File: src/rtl/conv_job_scheduler.sv
// rtl/conv_job_scheduler.sv - two-requester round-robin job scheduler for a convolution coprocessor
//
// Ports:
//   clk, rst                   clock and asynchronous active-high reset
//   req_i[1:0]                 level job requests, bit n = requester n
//   sizeY0_i, sizeY1_i [4:0]   input-signal length per requester, sampled at grant
//   gnt_o[1:0]                 one-hot grant, held from GRANT through REPORT
//   cop_sizeY_o[4:0]           latched length driven to the coprocessor
//   cop_start_o                one-cycle coprocessor start pulse
//   cop_done_i, cop_writeZ_i   coprocessor done pulse and Z-memory write strobe
//   job_done_o[1:0]            one-cycle completion pulse to the granted requester
//   job_err_o                  error flag, meaningful only while job_done_o != 0
//   wr_count_o[5:0]            writeZ pulses seen in the current or last job
//   sched_busy_o               high whenever the scheduler is not idle

module conv_job_scheduler #(
    parameter int SIZEH   = 3,
    parameter int TIMEOUT = 1023
) (
    input  logic       clk,
    input  logic       rst,
    input  logic [1:0] req_i,
    input  logic [4:0] sizeY0_i,
    input  logic [4:0] sizeY1_i,
    output logic [1:0] gnt_o,
    output logic [4:0] cop_sizeY_o,
    output logic       cop_start_o,
    input  logic       cop_done_i,
    input  logic       cop_writeZ_i,
    output logic [1:0] job_done_o,
    output logic       job_err_o,
    output logic [5:0] wr_count_o,
    output logic       sched_busy_o
);

    typedef enum logic [2:0] {
        S_IDLE   = 3'd0,
        S_GRANT  = 3'd1,
        S_LAUNCH = 3'd2,
        S_RUN    = 3'd3,
        S_REPORT = 3'd4
    } state_t;

    // A correct job produces sizeY + SIZEH - 1 output samples (6-bit arithmetic).
    localparam logic [5:0] SIZEH_M1  = 6'(SIZEH - 1);
    localparam logic [9:0] TMO_LIMIT = 10'(TIMEOUT);

    state_t     state;
    logic [9:0] tmo_cnt;
    logic       last_served;   // requester that completed the previous job

    logic       pick;          // requester chosen if a grant happens this cycle
    logic [5:0] wr_next;       // write count including this cycle's strobe
    logic [9:0] tmo_next;
    logic [5:0] exp_count;

    always_comb begin
        pick = req_i[1];
        if (req_i == 2'b11) begin
            pick = ~last_served;
        end
        wr_next = wr_count_o;
        if (cop_writeZ_i && (wr_count_o != 6'd63)) begin
            wr_next = wr_count_o + 6'd1;
        end
        tmo_next  = tmo_cnt + 10'd1;
        exp_count = {1'b0, cop_sizeY_o} + SIZEH_M1;
    end

    always_ff @(posedge clk or posedge rst) begin
        if (rst) begin
            state        <= S_IDLE;
            tmo_cnt      <= '0;
            last_served  <= 1'b1;   // so requester 0 wins the first contention
            gnt_o        <= '0;
            cop_sizeY_o  <= '0;
            cop_start_o  <= 1'b0;
            job_done_o   <= '0;
            job_err_o    <= 1'b0;
            wr_count_o   <= '0;
            sched_busy_o <= 1'b0;
        end else begin
            case (state)
                S_IDLE: begin
                    if (req_i != 2'b00) begin
                        gnt_o        <= pick ? 2'b10 : 2'b01;
                        cop_sizeY_o  <= pick ? sizeY1_i : sizeY0_i;
                        wr_count_o   <= '0;
                        tmo_cnt      <= '0;
                        sched_busy_o <= 1'b1;
                        state        <= S_GRANT;
                    end
                end

                S_GRANT: begin
                    if (cop_sizeY_o == 5'd0) begin
                        // Empty job: report an error without touching the coprocessor.
                        job_done_o <= gnt_o;
                        job_err_o  <= 1'b1;
                        state      <= S_REPORT;
                    end else begin
                        cop_start_o <= 1'b1;
                        state       <= S_LAUNCH;
                    end
                end

                S_LAUNCH: begin
                    cop_start_o <= 1'b0;
                    state       <= S_RUN;
                end

                S_RUN: begin
                    wr_count_o <= wr_next;
                    tmo_cnt    <= tmo_next;
                    // Done wins over a timeout landing in the same cycle.
                    if (cop_done_i) begin
                        job_done_o <= gnt_o;
                        job_err_o  <= (wr_next != exp_count);
                        state      <= S_REPORT;
                    end else if (tmo_next == TMO_LIMIT) begin
                        job_done_o <= gnt_o;
                        job_err_o  <= 1'b1;
                        state      <= S_REPORT;
                    end
                end

                S_REPORT: begin
                    job_done_o   <= '0;
                    job_err_o    <= 1'b0;
                    last_served  <= gnt_o[1];
                    gnt_o        <= '0;
                    sched_busy_o <= 1'b0;
                    state        <= S_IDLE;
                end

                default: begin
                    state <= S_IDLE;
                end
            endcase
        end
    end

endmodule
File: config.mk
export PLATFORM = sky130hd
export DESIGN_NAME = conv_job_scheduler
export DESIGN_NICKNAME = d
export VERILOG_FILES = /design/src/rtl/conv_job_scheduler.sv
export SDC_FILE = /design/constraint.sdc
export NUM_CORES = 1
export LEC_CHECK = 0
export CAP_MARGIN = 20
export CORE_MARGIN = 2
export CORE_UTILIZATION = 30
export CTS_CLUSTER_DIAMETER = 60
export DETAILED_ROUTE_END_ITERATION = 7
export HOLD_SLACK_MARGIN = 0.12
export PLACE_DENSITY = 0.6
export SYNTH_ARGS = -nofsm -noshare
export SYNTH_HDL_FRONTEND = slang
export SYNTH_SLANG_ARGS = --single-unit
File: constraint.sdc
create_clock -name clk -period 2.4 [get_ports clk]
set_clock_uncertainty 0.2 [all_clocks]
set_input_delay 0.48 -clock clk [delete_from_list [all_inputs] [get_ports clk]]
set_output_delay 0.48 -clock clk [all_outputs]
set_load 0.03 [all_outputs]
# After elaboration in Yosys (flattened, before gate mapping)
# Cells that the tools add are included.
# word_totals
regBits	32
inputBits	16
elab_cells	67
output_inout_bits	18
# op_classes
reduce_logical	14
addsub	3
eq_ne	12
bitwise	1
muxes	27
# ops
cell	n
10-bit one-hot mux with 2 select lines	1
3-bit 2-to-1 mux	4
6-bit 2-to-1 mux	2
3-bit one-hot mux with 4 select lines	1
6-bit one-hot mux with 2 select lines	1
10-bit by 1-bit adder with 10-bit output, second input constant	1
10-bit == test, second input constant	1
10-bit 2-to-1 mux	1
2-bit 2-to-1 mux	5
2-bit AND reduction	5
2-bit nonzero test	4
5-bit by 2-bit adder with 6-bit output, second input constant	1
6-bit by 1-bit adder with 6-bit output, second input constant	1
3-bit by 2-bit == test with 1-bit output, second input constant	2
1-bit 2-to-1 mux	6
2-bit inequality test, second input constant	3
6-bit inequality test	1
6-bit inequality test, second input constant	1
2-bit one-hot mux with 3 select lines	1
5-bit logical NOT	1
5-bit 2-to-1 mux	1
1-bit one-hot mux with 2 select lines	2
2-bit one-hot mux with 2 select lines	1
3-bit by 1-bit == test with 1-bit output, second input constant	1
9 further kinds	9

# Logic depth before layout (Yosys ltp)
# Gate-level depths: netlist of the first run.
# logic_depth
depth_word	6
ltp_mapped	9
depth_no_buf	7

# Worst setup path before layout of the first run
# OpenSTA, ideal clock, no wires.
# synth_timing
kind	register -> register
startpoint	register wr_count_o[0]
endpoint	register job_err_o
n_path_buf	0
arrival_ns	2.315
path_slack_ns	-0.236
path_stages_with_launch	8
required_time_ns	2.079
cell_sequence	dfrtp_1 -> ha_1 -> nand2_1 -> or2_4 -> and2_4 -> or4_1 -> a211o_1 -> a22o_1
# synth_between
elab_chain_cells	6
word_cells_on_any_way	7
cone_classes	add/sub: 1; eq/ne: 2; mux: 3; reduce/logical: 1
# synth_lines
element	line	rtl
start: declaration	32	output logic [5:0] wr_count_o,
start signal: assignment	113	wr_count_o <= wr_next;
branches (longest 2 deep; another with 6-bit by 1-bit adder with 6-bit output)	-	
6-bit 2-to-1 mux (*)	63	if (cop_writeZ_i && (wr_count_o != 6'd63)) begin
6-bit inequality test (*)	118	job_err_o <= (wr_next != exp_count);
1-bit 2-to-1 mux (*)	116	if (cop_done_i) begin
1-bit one-hot mux with 3 select lines (*)	83	case (state)
end signal: assignment	118	
end: declaration	31	output logic job_err_o,
# Every way passes the cells marked *.
# A chain may end at the register's enable or synchronous reset.

# Worst setup path after layout of the first run
# Ends and elaborated chain as after synthesis.

==> results of run 1 <==
==> worst min-delay path, delay by kind of cell (launching register included) <==
kind | cells | cell delay [ns]
flip-flops | 1 | 0.35
AND/OR/NAND/NOR | 2 | 0.10
==> metal layers <==
layer  share of wire  routed length [um]  up-vias  GRT usage
met5               0                   0        -          0
met4           0.013                  57        0     0.0617
met3           0.041                 186        5     0.0363
met2            0.44                1960       35      0.229
met1            0.51                2290      805      0.193
li1                -                   -      837          -
==> timing repair <==
action	4_1_cts	5_1_grt
resized for setup	0	4
buffers inserted	0	1
setup endpoints to repair	0	1
==> placed cells by master, fill, tap and decap left out, types with 2 or more instances in the layout <==
cell type	synthesis	final
or4_1	2	2
ha_1	4	3
o21ai_0	22	21
a22o_1	3	3
nand4_1	5	5
nand3_1	10	10
nor2_1	17	17
and3_1	4	4
nand3b_1	3	3
clkdlybuf4s50_1	0	32
xor2_1	6	6
mux2i_1	7	7
inv_1	4	4
a21oi_1	8	8
xnor2_1	7	7
dfrtp_1	31	27
a31oi_1	4	4
nor4_1	2	2
buf_4	0	17
clkbuf_8	0	5
o31ai_1	4	3
o22ai_1	3	3
nand2_1	28	28
dfrtp_2	0	4
nor3_1	3	3
==> worst paths after layout <==
check,slack (ns),cells after the start,to,start
setup / recovery,0.11,7,job_err_o$_DFFE_PP0P_,wr_count_o[0]$_DFFE_PP0P_
hold / removal,0.29,2,sched_busy_o$_DFFE_PP0P_,sched_busy_o$_DFFE_PP0P_
setup reg to reg,0.11,7,job_err_o$_DFFE_PP0P_,wr_count_o[0]$_DFFE_PP0P_
hold reg to reg,0.29,2,sched_busy_o$_DFFE_PP0P_,sched_busy_o$_DFFE_PP0P_
max in group asynchronous,1.27,3,last_served$_DFFE_PP1P_,rst
min in group asynchronous,0.38,3,tmo_cnt[8]$_DFFE_PP0P_,rst
==> report_power, final <==
group	internal [mW]	switching (mW)	total, mW
Combinational	0.632	0.785	1.42
Sequential	0.733	0.220	0.953
Clock	0.308	0.212	0.520
==> cells by family after synthesis <==
family | after synthesis | synth area share
compound gates | 53 | 0.180
xor+xnor | 13 | 0.0623
fa+ha+maj | 4 | 0.0274
buf+inv | 14 | 0.0287
flops | 32 | 0.439
mux | 8 | 0.0445
simple gates | 81 | 0.218
==> metrics by stage <==
step	utilization	setup TNS, ns	power [mW]	hold slack (ns)	area [sq um]
2_1_floorplan	-	0	1.84	0.253	1850
3_3_place_gp	0.397	-0.292	2.37	0.278	2350
3_5_place_dp	0.397	-0.308	2.38	0.268	2350
4_1_cts	0.415	0	2.92	0.290	2460
5_1_grt	0.419	0	3.10	0.315	2480
6_report	0.419	0	2.89	0.289	2480
==> state kept, by name (all words and copies together), names as in the netlist <==
name / count
gnt_o: 2
job_done_o: 2
last_served: 1
job_err_o: 1
wr_count_o: 6
cop_sizeY_o: 5
cop_start_o: 1
state: 3
tmo_cnt: 10
sched_busy_o: 1
==> area by class of cell <==
cell class	count	area share
Tap cell	75	0.0379
Multi-Input combinational cell	159	0.401
Sequential cell	32	0.326
Clock inverter	2	0.0141
Timing Repair Buffer	50	0.186
Clock buffer	6	0.0293
Inverter	4	0.00606
==> metrics.csv, run 1 <==
stage;metric;value;unit
run_status;outcome;finished clean;
pwr;VDD IR-drop max;0.000769;V
die;Die Span X;82.1;um
synth;async set-reset flop share out of synthesis;1.00;
clock_tree;number of H-tree levels;2;
timing;fmax;0.437;GHz
synth;commonest cells in the netlist;dfrtp_1 (31), nand2_1 (28), o21ai_0 (22);
synth;Netlist cell types;40;
setup_path;peak fanout along the critical path;6;
detailed_routing;DR iter-0 viols;81;
flow_run;total of max-cap violations;0;
synth;YS warnings;0;
synth;Post-Synthesis Cells;205;
clock_tree;Clock transition at path regs;0.07;ns
synth;register area share after synthesis;0.439;
die;Die Ht;82.1;um
global_routing;initial antenna violation count;0;
timing;Tcrit/Tclk final;0.954;
min_path;Worst Hold Class;register to register;
detailed_routing;overall routed net length;4.49;mm
cells_and_area;Multi-input gate area;995;sq um
detailed_routing;Via Count;1682;
timing;slew margin rel.;0.705;
timing;final hold vios;0;
clock_tree;Clock Tree Buf Depth;2;
synth;EDFF count, synth;0;
synth;Post-Syn Area;1830;sq um
cells_and_area;diode count;0;
global_routing;first-pass GRT wire length;7.49;mm
setup_path;Critical Path Source Type;register;
clock_tree;total CTS buffers;5;
synth;post-synth top area cell;dfrtp_1;
timing;Final setup viols;0;
timing;fin crit period;2.29;ns
synth;FF+latch count, synth;32;
setup_path;Top delay family on crit path;simple AND/OR/NAND/NOR gates;
setup_path;CP max stage cell;dfrtp_2;
global_routing;grt total ovfl;0;
setup_path;critical path, cell by cell;ha_4 -> nand2_1 -> or2_4 -> and2_4 -> or4_1 -> a211o_1 -> a22o_1;
die;Ports;34;
clock_tree;CTS tree;yes;
setup_path;crit path buf inv count;0;
setup_path;critical path class;register to register;
global_routing;largest net degree at the start of global routing;33;
clock_tree;clock sinks;32;
detailed_routing;drt first pass iters;4;
detailed_routing;drt drc;0;
setup_path;Worst Setup End Kind;register;
detailed_routing;Vias/cell;5.13;
placement;Inst Count DP;319;
synth;top cell type's share of synthesized area;0.424;
setup_path;worst endpoint data arrival time;2.27;ns
synth;Most used DFF post-synth;dfrtp_1;
clock_tree;Clock Latency Late Sink;0.29;ns
global_routing;GRT Util Overall;0.147;
synth;top post-synthesis cells by area;dfrtp_1 (42%), o21ai_0 (6.0%), nand2_1 (5.7%);
placement;pre-CTS setup slack;-0.308;ns
setup_path;Worst Path Required;2.38;ns
die;Core ar.;5920;sq um
timing;Worst Setup Slack, final;0.110;ns
timing;Slew @ Worst Pin;0.442;ns
clock_tree;cts hold-fix bufs;0;
global_routing;number of global-route vias before repair;1590;
timing;final slew viol count;0;
placement;Post-DP HPWL;3.14;mm
cells_and_area;post-route insts no fill;328;
die;Die Footprint;6730;sq um
pwr;ratio of total power to cell area;1170;nW/um^2
placement;I/O Buffers;33;
cells_and_area;Nets;272;
detailed_routing;Antenna Nets Post-Route;0;
cells_and_area;fraction of layout cells with a size suffix above 1;0.150;
placement;GPL Wtd Cong;0.808;
die;Rows;28;
cells_and_area;Sequential Area;807;sq um
setup_path;max incr delay on CP;0.45;ns
detailed_routing;average wire per standard cell;13.7;um
die;Initial Utilization;0.309;
timing;unrepaired setup endpoints after global routing;false;
cells_and_area;fillcell total;589;
synth;Mapped Nets;225;
synth;most frequent cell after synthesis;dfrtp_1;
synth;syn_area_per_cell;8.92;sq um
pwr;Lkg Pwr;1.02;nW
clock_tree;CTS root buf;clkbuf_8;
cells_and_area;area delta synth->final;35.6;%
(Power assumes the default switching activity.)
==> run 2, diff against run 1 <==
- GPL_ROUTABILITY_DRIVEN: unset -> 0
==> results of run 2 <==
No change in the layout: final DEF, timing and power equal those of run 1.
